==> config.mk <==
export PLATFORM = sky130hd
export DESIGN_NAME = line_encoder_8to3
export DESIGN_NICKNAME = d
export VERILOG_FILES = /design/src/rtl/line_enc_pkg.sv /design/src/rtl/line_encoder_8to3_prio.sv /design/src/rtl/line_encoder_8to3.sv
export SDC_FILE = /design/constraint.sdc
export NUM_CORES = 1
export LEC_CHECK = 0
export ABC_AREA = 0
export ABC_CLOCK_PERIOD_IN_PS = 1800
export BUFFER_PORTS_ARGS = -buffer_cell sky130_fd_sc_hd__buf_2
export CAP_MARGIN = 25
export CORE_AREA = 4 4 44 46
export CTS_BUF_LIST = sky130_fd_sc_hd__clkbuf_8
export CTS_CLUSTER_SIZE = 28
export DETAILED_ROUTE_END_ITERATION = 8
export DIE_AREA = 0 0 48 50
export HOLD_SLACK_MARGIN = 0.15
export PLACE_DENSITY_LB_ADDON = 0.2
export SLEW_MARGIN = 20
export SYNTH_ARGS = -nofsm -noshare
export SYNTH_HDL_FRONTEND = slang
export SYNTH_SLANG_ARGS = --single-unit
==> constraint.sdc <==
create_clock -name clk -period 1.8 [get_ports clk]
set_input_delay 0.27 -clock clk [delete_from_list [all_inputs] [get_ports clk]]
set_output_delay 0.27 -clock clk [all_outputs]
set_load 0.005 [all_outputs]
==> src/rtl/line_enc_pkg.sv <==
// Shared types, defaults and the priority helper for the line encoder.
package line_enc_pkg;

    localparam int LE_N_LINES = 8;
    localparam int LE_CODE_W  = 3;

    // FSM states
    typedef enum logic {
        IDLE = 1'b0,
        HOLD = 1'b1
    } le_state_e;

    // Index of the winning set bit in an 8-bit mask.
    // Narrower masks are zero-extended by the caller, so unused upper
    // lines never win. An empty mask returns 0.
    function automatic logic [2:0] prio(input logic [7:0] mask, input bit hi_prio);
        logic [2:0] idx;
        idx = 3'd0;
        if (hi_prio) begin
            for (int i = 0; i < 8; i++) begin
                if (mask[i]) idx = 3'(i);
            end
        end else begin
            for (int i = 7; i >= 0; i--) begin
                if (mask[i]) idx = 3'(i);
            end
        end
        return idx;
    endfunction

endpackage

==> src/rtl/line_encoder_8to3_prio.sv <==
// Combinational priority encoder over the pending mask.
// HI_PRIO=1: highest set index wins; HI_PRIO=0: lowest set index wins.
module line_prio_enc
    import line_enc_pkg::*;
#(
    parameter int N_LINES = LE_N_LINES,
    parameter int CODE_W  = LE_CODE_W,
    parameter int HI_PRIO = 1
) (
    input  logic [N_LINES-1:0] i_mask,
    output logic [CODE_W-1:0]  o_index,
    output logic               o_any
);

    logic [7:0] w_mask8;
    logic [2:0] w_idx8;

    // Widen to the 8-line helper and narrow the result back to CODE_W.
    always_comb begin
        w_mask8 = 8'(i_mask);
        w_idx8  = prio(w_mask8, HI_PRIO != 0);
        o_index = w_idx8[CODE_W-1:0];
        o_any   = |i_mask;
    end

endmodule

==> src/rtl/line_encoder_8to3.sv <==
// Registered 8-to-3 priority request encoder with enable cascade.
// Active-low request lines are captured into a sticky pending mask; the
// winning line is presented as a binary code over valid/ready.
// Build option: LINE_ENC_SYNC_EN adds a 2-flop synchronizer (reset to ones)
// on in_n and ei_n, adding two cycles of latency.
//
// state | meaning
// ------+-------------------------------------------------------------
// IDLE  | no code offered; loads prio(pending) when pending is non-zero
// HOLD  | out_code/out_valid held stable until the consumer's out_ready
module line_encoder_8to3
    import line_enc_pkg::*;
#(
    parameter int N_LINES = LE_N_LINES,  // power of two, 2..8
    parameter int CODE_W  = LE_CODE_W,   // must equal $clog2(N_LINES)
    parameter int HI_PRIO = 1
) (
    input  logic               clk,
    input  logic               rst_n,
    input  logic               ei_n,
    input  logic [N_LINES-1:0] in_n,
    input  logic               clr,
    output logic               out_valid,
    input  logic               out_ready,
    output logic [CODE_W-1:0]  out_code,
    output logic               gs_n,
    output logic               eo_n
);

    logic [N_LINES-1:0] w_in_n;
    logic               w_ei_n;

`ifdef LINE_ENC_SYNC_EN
    logic [N_LINES-1:0] r_in_meta;
    logic [N_LINES-1:0] r_in_sync;
    logic               r_ei_meta;
    logic               r_ei_sync;

    // Two-stage synchronizer; idle (all ones) out of reset so nothing is captured.
    always_ff @(posedge clk or negedge rst_n) begin
        if (!rst_n) begin
            r_in_meta <= '1;
            r_in_sync <= '1;
            r_ei_meta <= 1'b1;
            r_ei_sync <= 1'b1;
        end else begin
            r_in_meta <= in_n;
            r_in_sync <= r_in_meta;
            r_ei_meta <= ei_n;
            r_ei_sync <= r_ei_meta;
        end
    end

    assign w_in_n = r_in_sync;
    assign w_ei_n = r_ei_sync;
`else
    assign w_in_n = in_n;
    assign w_ei_n = ei_n;
`endif

    le_state_e          r_state;
    le_state_e          w_state_nxt;
    logic [N_LINES-1:0] r_pending;
    logic [N_LINES-1:0] w_pend_nxt;
    logic               r_out_valid;
    logic               w_valid_nxt;
    logic [CODE_W-1:0]  r_out_code;
    logic [CODE_W-1:0]  w_code_nxt;
    logic               r_gs_n;
    logic               r_eo_n;
    logic               w_gs_nxt;
    logic               w_eo_nxt;

    logic [CODE_W-1:0]  w_prio_idx;
    logic               w_any;
    logic               w_hs;
    logic [N_LINES-1:0] w_set;
    logic [N_LINES-1:0] w_clr_mask;

    line_prio_enc #(
        .N_LINES (N_LINES),
        .CODE_W  (CODE_W),
        .HI_PRIO (HI_PRIO)
    ) u_prio (
        .i_mask  (r_pending),
        .o_index (w_prio_idx),
        .o_any   (w_any)
    );

    // New requests and the bit retired by a handshake this cycle.
    always_comb begin
        w_hs       = r_out_valid & out_ready;
        w_set      = w_ei_n ? '0 : ~w_in_n;
        w_clr_mask = w_hs ? ({{(N_LINES-1){1'b0}}, 1'b1} << r_out_code) : '0;
    end

    // Next-state logic; a same-cycle set of the retired bit survives the clear.
    always_comb begin
        w_pend_nxt  = (r_pending & ~w_clr_mask) | w_set;
        w_state_nxt = r_state;
        w_valid_nxt = r_out_valid;
        w_code_nxt  = r_out_code;
        if (clr) begin
            w_pend_nxt  = '0;
            w_valid_nxt = 1'b0;
            w_state_nxt = IDLE;
        end else begin
            case (r_state)
                IDLE: begin
                    if (w_any) begin
                        w_code_nxt  = w_prio_idx;
                        w_valid_nxt = 1'b1;
                        w_state_nxt = HOLD;
                    end
                end
                HOLD: begin
                    if (out_ready) begin
                        w_valid_nxt = 1'b0;
                        w_state_nxt = IDLE;
                    end
                end
                default: begin
                    w_valid_nxt = 1'b0;
                    w_state_nxt = IDLE;
                end
            endcase
        end
        w_gs_nxt = ~((|w_pend_nxt) | w_valid_nxt);
        w_eo_nxt = ~(~w_ei_n & (&w_in_n) & ~(|w_pend_nxt));
    end

    // State, pending mask and registered cascade outputs.
    always_ff @(posedge clk or negedge rst_n) begin
        if (!rst_n) begin
            r_state     <= IDLE;
            r_pending   <= '0;
            r_out_valid <= 1'b0;
            r_out_code  <= '0;
            r_gs_n      <= 1'b1;
            r_eo_n      <= 1'b1;
        end else begin
            r_state     <= w_state_nxt;
            r_pending   <= w_pend_nxt;
            r_out_valid <= w_valid_nxt;
            r_out_code  <= w_code_nxt;
            r_gs_n      <= w_gs_nxt;
            r_eo_n      <= w_eo_nxt;
        end
    end

    assign out_valid = r_out_valid;
    assign out_code  = r_out_code;
    assign gs_n      = r_gs_n;
    assign eo_n      = r_eo_n;

endmodule

==> out/results.ini <==
[final_layout]
layout-drive-gt1-share_pct = 30.6
final_cell_mix = buf_2 (18), a21oi_1 (14), dfrtp_1 (13)
syn_to_final_growth_pct = 18.9
diodes = 0
final_net_count = 125
layout_commonest_cell = buf_2

[floorplanning]
core_um2 = 1510
die_x_um = 48
start_util_pct = 53.1
rows = 14
die-area_um2 = 2400
ios = 19
chipHeight_um = 50

[timing]
worstMarginPinSlew_ps = 340
drv_slew = 0
fin_crit_sh_pct = 86.8
relSlewSlack_pct = 77.2
clock_skew_ps = 0.377
rsz0062_at_grt = no
setup_violations = 0
timing.final.hold_violations = 0
min_period_ps = 1560
holdWs_ps = 209
fin_tns_setup_ps = 0
fmax_mhz = 640

[synthesis]
ys_seq_area_share_pct = 47.3
synth-seq-cells = 15
netlist_instances = 89
avgSynthCellArea_um2 = 8.98
syn_nets = 102
synth_cell_types = 29
synth_warnings = 0
synth_area_um2 = 800
synth_edf_count = 0
synth-main-ff-cell = dfrtp_1
synth_async_sr_flop_share_pct = 100

[place]
dp_hpwl_um = 1390
portBuffers = 18
gp_congestion = 0.840

[job]
max-cap-violations = 0

[detailed_routing]
avgRoutedWirePerCell_um = 14.7
drc = 0
firstDrtPassIters = 4
ant_nets = 0
drt_iter0_markers = 60
wirelength_um = 1870
viasPerCell = 6.24
vias = 792

[global_route]
busiest_layer = met2
antenna_found_initial = 0
grt_util_met3_pct = 2.18
gr-total-overflow = 0
grt_max_degree = 16
grtUsageTotal_pct = 17.5
grt_pass1_wl_um = 3110
met2_usage_pct = 28.2
gr-usage-met1_pct = 23.5
grt_pass1_vias = 733

[worst_setup_path]
cp.required_ps = 1980
cp_max_fo = 8
cp.arrival_ps = 1740
critPathCaptureType = flip-flop
reg2reg_from = out_code[2]$_DFFE_PN0P_
worst_setup_path_start_kind = flip-flop
worstSetupStartpoint = out_code[2]$_DFFE_PN0P_
crit_type = reg -> reg

[cts]
cts_num_sinks = 15
cts_resized = 0
clkLatencyLatePin_ps = 240
ctsHoldBuffers = 1
cts_buffer_depth = 2
numCtsBuffers = 3
clockRootBuffer = clkbuf_8
cts_tree = built
cts.clk_slew.worst_paths_ps = 60
htree_num_levels = 1
post_cts_buffers = 0

[power_and_ir_drop]
swShare_pct = 31.5
p_comb_share_pct = 22.2
power.switching_mw = 0.288
ir_worst_vdd_v = 0.000575
pwr-share-clk_pct = 28.7
p_seq_share_pct = 49.1
power.total_mw = 0.914
power_density_nw_per_um2 = 961
power_leakage_nw = 0.424
p_int_mw = 0.626

[hold_path]
min_from = in_n[2]
min_path_type = in -> reg

[run_status]
outcome = complete, no violations

[final cells by class]
| class | count | area [um2] |
|---|---|---|
| fillers | 135 | 556 |
| multi-input cells | 69 | 393 |
| flip-flops and latches | 15 | 378 |
| repair buffers | 19 | 100 |
| clock buffers | 3 | 41.3 |
| well taps | 16 | 20.0 |
| inverters | 4 | 15.0 |
| clock inverters | 1 | 3.75 |
[sequential cells by signal, indices dropped and copies added, names as in the netlist]
name and count:
out_code 3, eo_n 1, r_state 1, out_valid 1, gs_n 1, r_pending 8
[logic make-up (layout without fill, tap and decap cells)]
family | count (synthesis) | in the layout | share of synthesized area (%)
and+or+nand+nor | 40 | 40 | 27.5
AOI/OAI and AO/OA | 29 | 29 | 21.6
buffers and inverters | 5 | 27 | 3.60
DFF | 15 | 15 | 47.3
[Yosys cell counts (2+ instances only)]
library cell	number	area, um2
a21oi_1	14	70.1
and3_1	2	12.5
dfrtp_1	13	325
dfstp_2	2	52.6
inv_1	4	15.0
nand2_1	6	22.5
nand3_1	2	10.0
nand3b_1	2	15.0
nand4b_1	2	17.5
nor2_1	11	41.3
nor3_1	3	15.0
o21ai_0	4	20.0
o21ai_1	2	10.0
o22ai_1	2	12.5
or2_2	6	37.5
[through the flow]
step           setup WS, ps  util (%)  cell area (um2)  instances
4_1_cts                 261      63.1              951        127
6_report                238      63.1              951        127
5_1_grt                 111      63.1              951        127
3_3_place_gp            323      59.5              896        122
3_5_place_dp            290      59.5              896        122
2_1_floorplan           460         -              800         89
[path summary, 6_finish.rpt]
| kind | end | slack [ps] | cells after the start |
|---|---|---|---|
| max in group asynchronous | eo_n$_DFF_PN1_ | 1030 | 2 |
| hold reg to reg | r_pending[5]$_DFF_PN0_ | 610 | 2 |
| setup / recovery | gs_n$_DFF_PN1_ | 240 | 5 |
| setup reg to reg | gs_n$_DFF_PN1_ | 240 | 5 |
| hold / removal | eo_n$_DFF_PN1_ | 210 | 2 |
| min in group asynchronous | out_code[2]$_DFFE_PN0P_ | 480 | 2 |
[critical path, cell delays in order (launching register included)]
cell and delay (ps):
dfrtp_1 460, nand3b_1 250, o21ai_1 210, o2111ai_1 160
o31ai_2 240, nor2b_1 170
[power by group through the flow]
stage               sequential, mW  clock, mW  combinational [mW]
global placement             0.447          0               0.198
CTS                          0.445      0.268               0.204
global route                 0.456      0.289               0.231
detailed placement           0.448          0               0.202
floorplan                    0.437          0               0.130
finish                       0.449      0.262               0.203
[per-layer routing]
metal / up-vias / share of wire [%]
met4: 0 / 1.0
li1: 363 / -
met1: 364 / 40
met3: 4 / 11
met5: - / 0
met2: 61 / 47
No activity file was read; power rests on OpenSTA's default activity.
